<file path="config.mk">
export PLATFORM = sky130hd
export DESIGN_NAME = npu_cube_tree_input_pipe
export DESIGN_NICKNAME = d
export VERILOG_FILES = /design/src/rtl/npu_cube_pkg.sv /design/src/rtl/npu_pipe_stage.sv /design/src/rtl/npu_cube_tree_input_pipe.sv
export SDC_FILE = /design/constraint.sdc
export NUM_CORES = 1
export LEC_CHECK = 0
export ABC_CLOCK_PERIOD_IN_PS = 3300
export BUFFER_PORTS_ARGS = -buffer_cell sky130_fd_sc_hd__clkbuf_2
export CAP_MARGIN = 40
export CORE_ASPECT_RATIO = 0.8
export CORE_MARGIN = 3
export CORE_UTILIZATION = 50
export CTS_CLUSTER_DIAMETER = 40
export DETAILED_ROUTE_END_ITERATION = 8
export MAX_ROUTING_LAYER = met4
export PLACE_DENSITY = 0.86
export RECOVER_POWER = 25
export SETUP_SLACK_MARGIN = 0.3
export SLEW_MARGIN = 20
export SYNTH_ARGS = -nofsm -noshare
export SYNTH_HDL_FRONTEND = slang
export SYNTH_SLANG_ARGS = --single-unit
export TNS_END_PERCENT = 5
</file>
<file path="constraint.sdc">
create_clock -name clk -period 3.3 [get_ports clk]
set_input_delay 0.165 -clock clk [delete_from_list [all_inputs] [get_ports clk]]
set_output_delay 0.165 -clock clk [all_outputs]
set_load 0.05 [all_outputs]
</file>
<file path="src/rtl/npu_cube_pkg.sv">
// Shared definitions for the NPU cube input datapath.
//   - default lane count and element widths
//   - para reuse counter width default
//   - lane slice helper: bit offset of lane i inside a packed lane vector
package npu_cube_pkg;

    localparam int DEF_DWA         = 8;
    localparam int DEF_DWB         = 8;
    localparam int DEF_MAC_NUM     = 8;
    localparam int DEF_PIPE_DEPTH  = 2;
    localparam int DEF_REUSE_CNT_W = 8;

    // Lane i of a vector with element width w lives at [lane_lo(i, w) +: w].
    function automatic int lane_lo(input int lane, input int w);
        return lane * w;
    endfunction

endpackage

</file>
<file path="src/rtl/npu_pipe_stage.sv">
// Single valid/ready register slice.
// Ports:
//   clk, rst_n      clock, async active-low reset (clears valid and payload)
//   i_valid/i_data  upstream beat
//   i_ready         downstream accepts the held beat this cycle
//   o_valid/o_data  held beat
// The upstream-facing ready (~o_valid | i_ready) is formed by the parent so the
// whole ready chain is flat logic rather than a ripple through instances.
module npu_pipe_stage #(
    parameter int W = 8
) (
    input  logic         clk,
    input  logic         rst_n,
    input  logic         i_valid,
    input  logic         i_ready,
    input  logic [W-1:0] i_data,
    output logic         o_valid,
    output logic [W-1:0] o_data
);

    logic         r_vld;
    logic [W-1:0] r_data;
    logic         w_open;

    // Slot is free when empty or when its beat leaves in this same cycle.
    assign w_open = ~r_vld | i_ready;

    always_ff @(posedge clk or negedge rst_n) begin
        if (!rst_n) begin
            r_vld  <= 1'b0;
            r_data <= '0;
        end else if (w_open) begin
            r_vld <= i_valid;
            // Payload holds its last value when the slot drains empty.
            if (i_valid) r_data <= i_data;
        end
    end

    assign o_valid = r_vld;
    assign o_data  = r_data;

endmodule

</file>
<file path="src/rtl/npu_cube_tree_input_pipe.sv">
// Elastic input stage for the NPU cube adder tree.
// PIPE_DEPTH-deep valid/ready pipeline carrying {last, para, data}, with
// per-lane zero gating and an optional weight-stationary mode in which a
// captured para vector is reused for cfg_reuse_num further beats.
// Ports:
//   clk, rst_n                 clock, async active-low reset
//   in_valid/in_ready          input handshake
//   in_data/in_para            lane-packed operand vectors
//   in_lane_en                 per-lane enable (0 zeroes data and para)
//   in_last                    end of operand block, ends para reuse
//   cfg_para_hold              weight-stationary enable
//   cfg_reuse_num              extra beats reusing a captured para
//   out_valid/out_ready        output handshake
//   add_tree_data/para, out_last   beat to the adder tree
//   busy                       any beat in flight or reuse pending
module npu_cube_tree_input_pipe
    import npu_cube_pkg::*;
#(
    parameter int DWA              = DEF_DWA,
    parameter int DWB              = DEF_DWB,
    parameter int NPU_CUBE_MAC_NUM = DEF_MAC_NUM,
    parameter int PIPE_DEPTH       = DEF_PIPE_DEPTH,
    parameter int REUSE_CNT_W      = DEF_REUSE_CNT_W
) (
    input  logic                            clk,
    input  logic                            rst_n,
    input  logic                            in_valid,
    output logic                            in_ready,
    input  logic [DWA*NPU_CUBE_MAC_NUM-1:0] in_data,
    input  logic [DWB*NPU_CUBE_MAC_NUM-1:0] in_para,
    input  logic [NPU_CUBE_MAC_NUM-1:0]     in_lane_en,
    input  logic                            in_last,
    input  logic                            cfg_para_hold,
    input  logic [REUSE_CNT_W-1:0]          cfg_reuse_num,
    output logic                            out_valid,
    input  logic                            out_ready,
    output logic [DWA*NPU_CUBE_MAC_NUM-1:0] add_tree_data,
    output logic [DWB*NPU_CUBE_MAC_NUM-1:0] add_tree_para,
    output logic                            out_last,
    output logic                            busy
);

    localparam int DW = DWA * NPU_CUBE_MAC_NUM;
    localparam int PB = DWB * NPU_CUBE_MAC_NUM;
    localparam int PW = DW + PB + 1;
    localparam logic [REUSE_CNT_W-1:0] CNT_ONE = REUSE_CNT_W'(1);

    // Index k: input side of stage k; index PIPE_DEPTH: output of last stage.
    logic [PIPE_DEPTH:0]         w_vld;
    logic [PIPE_DEPTH:0]         w_rdy;
    logic [PIPE_DEPTH:0][PW-1:0] w_pay;

    logic [DW-1:0]          w_data_g;
    logic [PB-1:0]          w_para_sel;
    logic [PB-1:0]          w_para_g;
    logic [PB-1:0]          r_hold;
    logic [PB-1:0]          w_hold_nxt;
    logic [REUSE_CNT_W-1:0] r_cnt;
    logic [REUSE_CNT_W-1:0] w_cnt_nxt;
    logic                   w_acc;

    // ---------------- para reuse ----------------
    assign w_acc = in_valid & in_ready;

    always_comb begin
        w_para_sel = in_para;
        w_hold_nxt = r_hold;
        w_cnt_nxt  = r_cnt;
        // A nonzero count only exists in hold mode; dropping hold mid-block
        // switches straight back to the live para.
        if (cfg_para_hold && (r_cnt != '0)) w_para_sel = r_hold;
        if (w_acc) begin
            if (!cfg_para_hold) begin
                w_cnt_nxt = '0;
            end else if (r_cnt == '0) begin
                // Capture point: cfg_reuse_num is only sampled here.
                w_hold_nxt = in_para;
                w_cnt_nxt  = cfg_reuse_num;
            end else begin
                w_cnt_nxt = r_cnt - CNT_ONE;
            end
            // Block end forces the next block to recapture.
            if (in_last) w_cnt_nxt = '0;
        end
    end

    always_ff @(posedge clk or negedge rst_n) begin
        if (!rst_n) begin
            r_hold <= '0;
            r_cnt  <= '0;
        end else begin
            r_hold <= w_hold_nxt;
            r_cnt  <= w_cnt_nxt;
        end
    end

    // ---------------- lane gating ----------------
    // Held para is stored ungated; gating follows each beat's own lane enables.
    for (genvar l = 0; l < NPU_CUBE_MAC_NUM; l++) begin : g_lane
        assign w_data_g[lane_lo(l, DWA) +: DWA] = in_lane_en[l] ? in_data[lane_lo(l, DWA) +: DWA]    : '0;
        assign w_para_g[lane_lo(l, DWB) +: DWB] = in_lane_en[l] ? w_para_sel[lane_lo(l, DWB) +: DWB] : '0;
    end

    // ---------------- pipeline ----------------
    assign w_vld[0]          = in_valid;
    assign w_pay[0]          = {in_last, w_para_g, w_data_g};
    assign w_rdy[PIPE_DEPTH] = out_ready;

    for (genvar g = 0; g < PIPE_DEPTH; g++) begin : g_stage
        // Stage g can take a beat unless it and every stage after it are full
        // and the output is stalled. Written from valids directly so the
        // ready path has no chain through w_rdy itself.
        assign w_rdy[g] = out_ready | ~(&w_vld[PIPE_DEPTH:g+1]);

        npu_pipe_stage #(.W(PW)) u_stage (
            .clk     (clk),
            .rst_n   (rst_n),
            .i_valid (w_vld[g]),
            .i_ready (w_rdy[g+1]),
            .i_data  (w_pay[g]),
            .o_valid (w_vld[g+1]),
            .o_data  (w_pay[g+1])
        );
    end

    assign in_ready      = w_rdy[0];
    assign out_valid     = w_vld[PIPE_DEPTH];
    assign add_tree_data = w_pay[PIPE_DEPTH][DW-1:0];
    assign add_tree_para = w_pay[PIPE_DEPTH][DW +: PB];
    assign out_last      = w_pay[PIPE_DEPTH][PW-1];
    assign busy          = (|w_vld[PIPE_DEPTH:1]) | (r_cnt != '0);

endmodule

</file>
==> impl_metrics.toml <==
[setup_path]
crit_type = "reg -> reg"
r2r_cells = 7
critPathLaunch = "g_stage[0].u_stage.o_valid"
reg2reg_from = "g_stage[0].u_stage.o_valid"
cp_max_fo = 52
startpoint_type = "flop"
worstSetupEndpoint = "g_stage[0].u_stage.o_data[31]"
required_ns = 3.74
rr_endpoint = "g_stage[0].u_stage.o_data[31]"
arrival_ns = 3.29
worstSetupEndpointType = "flop"
rrSetupSlack_ns = 0.45

[synthesis]
syn_nets = 1201
synth_top_area_cell = "dfrtp_1"
synthesis.instances = 1049
ys_top_cells_by_area = "dfrtp_1, mux2_2, mux2_4, nand2_1, mux2i_1"
syn-cell-area_sq_um = 13600
synth-seq-cells = 332
netlist.area_leader.share_pct = 61.0
synth_cell_types = 44
yosysWarningCount = 0
yosysSeqAreaShare_pct = 61.0
avgSynthCellArea_sq_um = 13.0

[cts]
clk_pin_slew_ns = 0.06
htree_levels = 2
cts-buffers-inserted = 37
clock-sinks = 332
clk_latency_ns = 0.51
cts_max_path_buffers = 3
clockRootBuffer = "clkbuf_16"
cts_tree = "done"
cts_setup_buffers = 0

[floorplanning]
die_area_sq_um = 29300
initial_utilization_pct = 51.3
std_cell_rows = 53
core_region_area_sq_um = 26500
io_pins = 282
die_h_microns = 154
fp.dieW_microns = 191

[drt]
wirelength_microns = 37600
vias_per_cell = 5.45
detail-route-antenna-nets = 0
dr.pass1.iters = 5
drt_iter0_markers = 540
num_vias = 10100
drc = 0
routedWlPerCell_microns = 20.3

[placed_design]
placement.io_buffers = 281
gp_congestion = 0.801
hpwl_microns = 21300

[final_layout]
finalNetCount = 1623
drive_above_1_share_pct = 37.1
final_common_cell = "dfrtp_1"
mostFrequentLayoutCells = "dfrtp_1, clkbuf_2, nand2_1"
area_growth_pct = 31.7

[power]
cellPowerDensity_nw_per_um2 = 820
vdd.ir_drop.worst_uv = 561
total_power_uw = 14700
p_leak_uw = 0.00915

[timing]
fin_tns_setup_ns = 0
timing.final.crit_share_pct = 86.4
min_period_ns = 2.85
setup_viol = 0
worst_pin_slew_ns = 1.62
max_freq_ghz = 0.351
skew_ns = 0.0141
slew_headroom_pct = -7.89
timing.final.max_slew_violations = 68
fin_hold_ws_ns = 0.0248
hold_viol = 0
rsz0062_at_grt = "no"

[run_status]
status = "finished, violations left"
failed_checks = "capacitance limit, slew limit"

[grt]
grtUsageTotal_pct = 26.4
grt_max_degree = 130
grt_pass1_wl_microns = 60000
antenna_found_initial = 3
grt_pass1_vias = 11000
grt-ovfl-total = 0

[run]
max_cap_violations = 1

[min_path]
hp-class = "in -> reg"
==> stage by stage <==
| step | setup WS (ns) | area (sq um) | util, % | instances |
|---|---|---|---|---|
| 2_1_floorplan | 0.655 | 13600 | - | 1049 |
| 3_3_place_gp | 0.972 | 15200 | 57.5 | 1639 |
| 3_5_place_dp | 0.919 | 15200 | 57.5 | 1639 |
| 4_1_cts | 0.547 | 17900 | 67.6 | 1852 |
| 5_1_grt | 0.324 | 17900 | 67.6 | 1855 |
| 6_report | 0.448 | 17900 | 67.6 | 1855 |
==> cells in the mapped netlist, drive strengths merged <==
| master | number |
|---|---|
| buf | 29 |
| nand2 | 209 |
| and3 | 1 |
| and2 | 2 |
| or4b | 2 |
| dfrtp | 332 |
| nor2b | 2 |
| nand3b | 1 |
| nand3 | 67 |
| or3b | 1 |
| nor3 | 3 |
| nand4 | 2 |
| ha | 2 |
| o32ai | 1 |
| nor2 | 6 |
| o22ai | 3 |
| clkbuf | 32 |
| o221ai | 1 |
| o31a | 1 |
| a21oi | 2 |
| inv | 8 |
| nand2b | 3 |
| mux2 | 193 |
| a2bb2oi | 1 |
| o211ai | 1 |
| or3 | 2 |
| and3b | 1 |
| o2111ai | 1 |
| nor4 | 1 |
| a31oi | 5 |
| mux2i | 66 |
| o21ai | 68 |
==> flip-flops by register name, summed over array words and instances (netlist names) <==
signal and flops:
r_hold 64, g_stage.u_stage.o_data 258, g_stage.u_stage.o_valid 2, r_cnt 8
==> cell type report <==
type / instances / area (sq um)
clock inverters: 15 / 160
diodes: 3 / 7.51
clock buffers: 48 / 1040
repair buffers: 444 / 3070
fillers: 1770 / 8590
multi-input cells: 648 / 4870
well taps: 357 / 447
flip-flops and latches: 332 / 8310
inverters: 8 / 30.0
==> repair_timing <==
action | CTS | global route
endpoints found under the hold margin | 297 | 0
endpoints found under the setup margin | 0 | 1
resized for setup | 0 | 1
hold buffers | 150 | 0
==> critical path, stage by stage (launching register included) <==
cell and delay [ns]:
dfrtp_1 0.42, nand3b_1 0.34, and2_2 0.22, buf_4 0.52, buf_4 0.41, nand3_1 0.14, dlygate4sd3_1 0.61, nand2_1 0.07
==> power by group <==
part / internal [uW] / leakage, uW / switching [uW] / total [uW]
combinational: 1850 / 0.00431 / 2920 / 4770
clock: 2330 / 0.000577 / 1720 / 4050
sequential: 5170 / 0.00427 / 716 / 5890
==> cell families (layout without fill, tap and decap cells) <==
| logic type | after synthesis | in the layout | synth area share [%] |
|---|---|---|---|
| other cells | 0 | 3 | 0 |
| fa+ha+maj | 2 | 2 | 0.184 |
| flops | 332 | 332 | 61.0 |
| simple gates | 303 | 303 | 9.59 |
| buf+inv | 69 | 515 | 3.41 |
| mux | 259 | 259 | 22.5 |
| compound gates | 84 | 84 | 3.34 |
==> metal layers <==
layer | global-route usage, % | up-vias | wire length, microns
li1 | - | 4444 | -
met1 | 32.4 | 5115 | 15000
met2 | 44.2 | 452 | 18800
met3 | 4.90 | 100 | 2510
met4 | 9.29 | 0 | 1260
met5 | - | - | 0
==> worst min path at each step <==
stage / to / slack (ns) / from / cells past startpoint
after floorplan: g_stage[0].u_stage.o_data[0] / -0.13 / rst_n / 0
after global placement: g_stage[1].u_stage.o_data[68] / 0.27 / rst_n / 1
after detailed placement: g_stage[1].u_stage.o_data[68] / 0.27 / rst_n / 1
after CTS: g_stage[0].u_stage.o_data[29] / 0.0003 / in_lane_en[3] / 3
after global routing: g_stage[0].u_stage.o_data[52] / 0.02 / in_lane_en[6] / 3
final: g_stage[1].u_stage.o_valid / 0.02 / out_ready / 3
No activity file was read; power rests on OpenSTA's default activity.
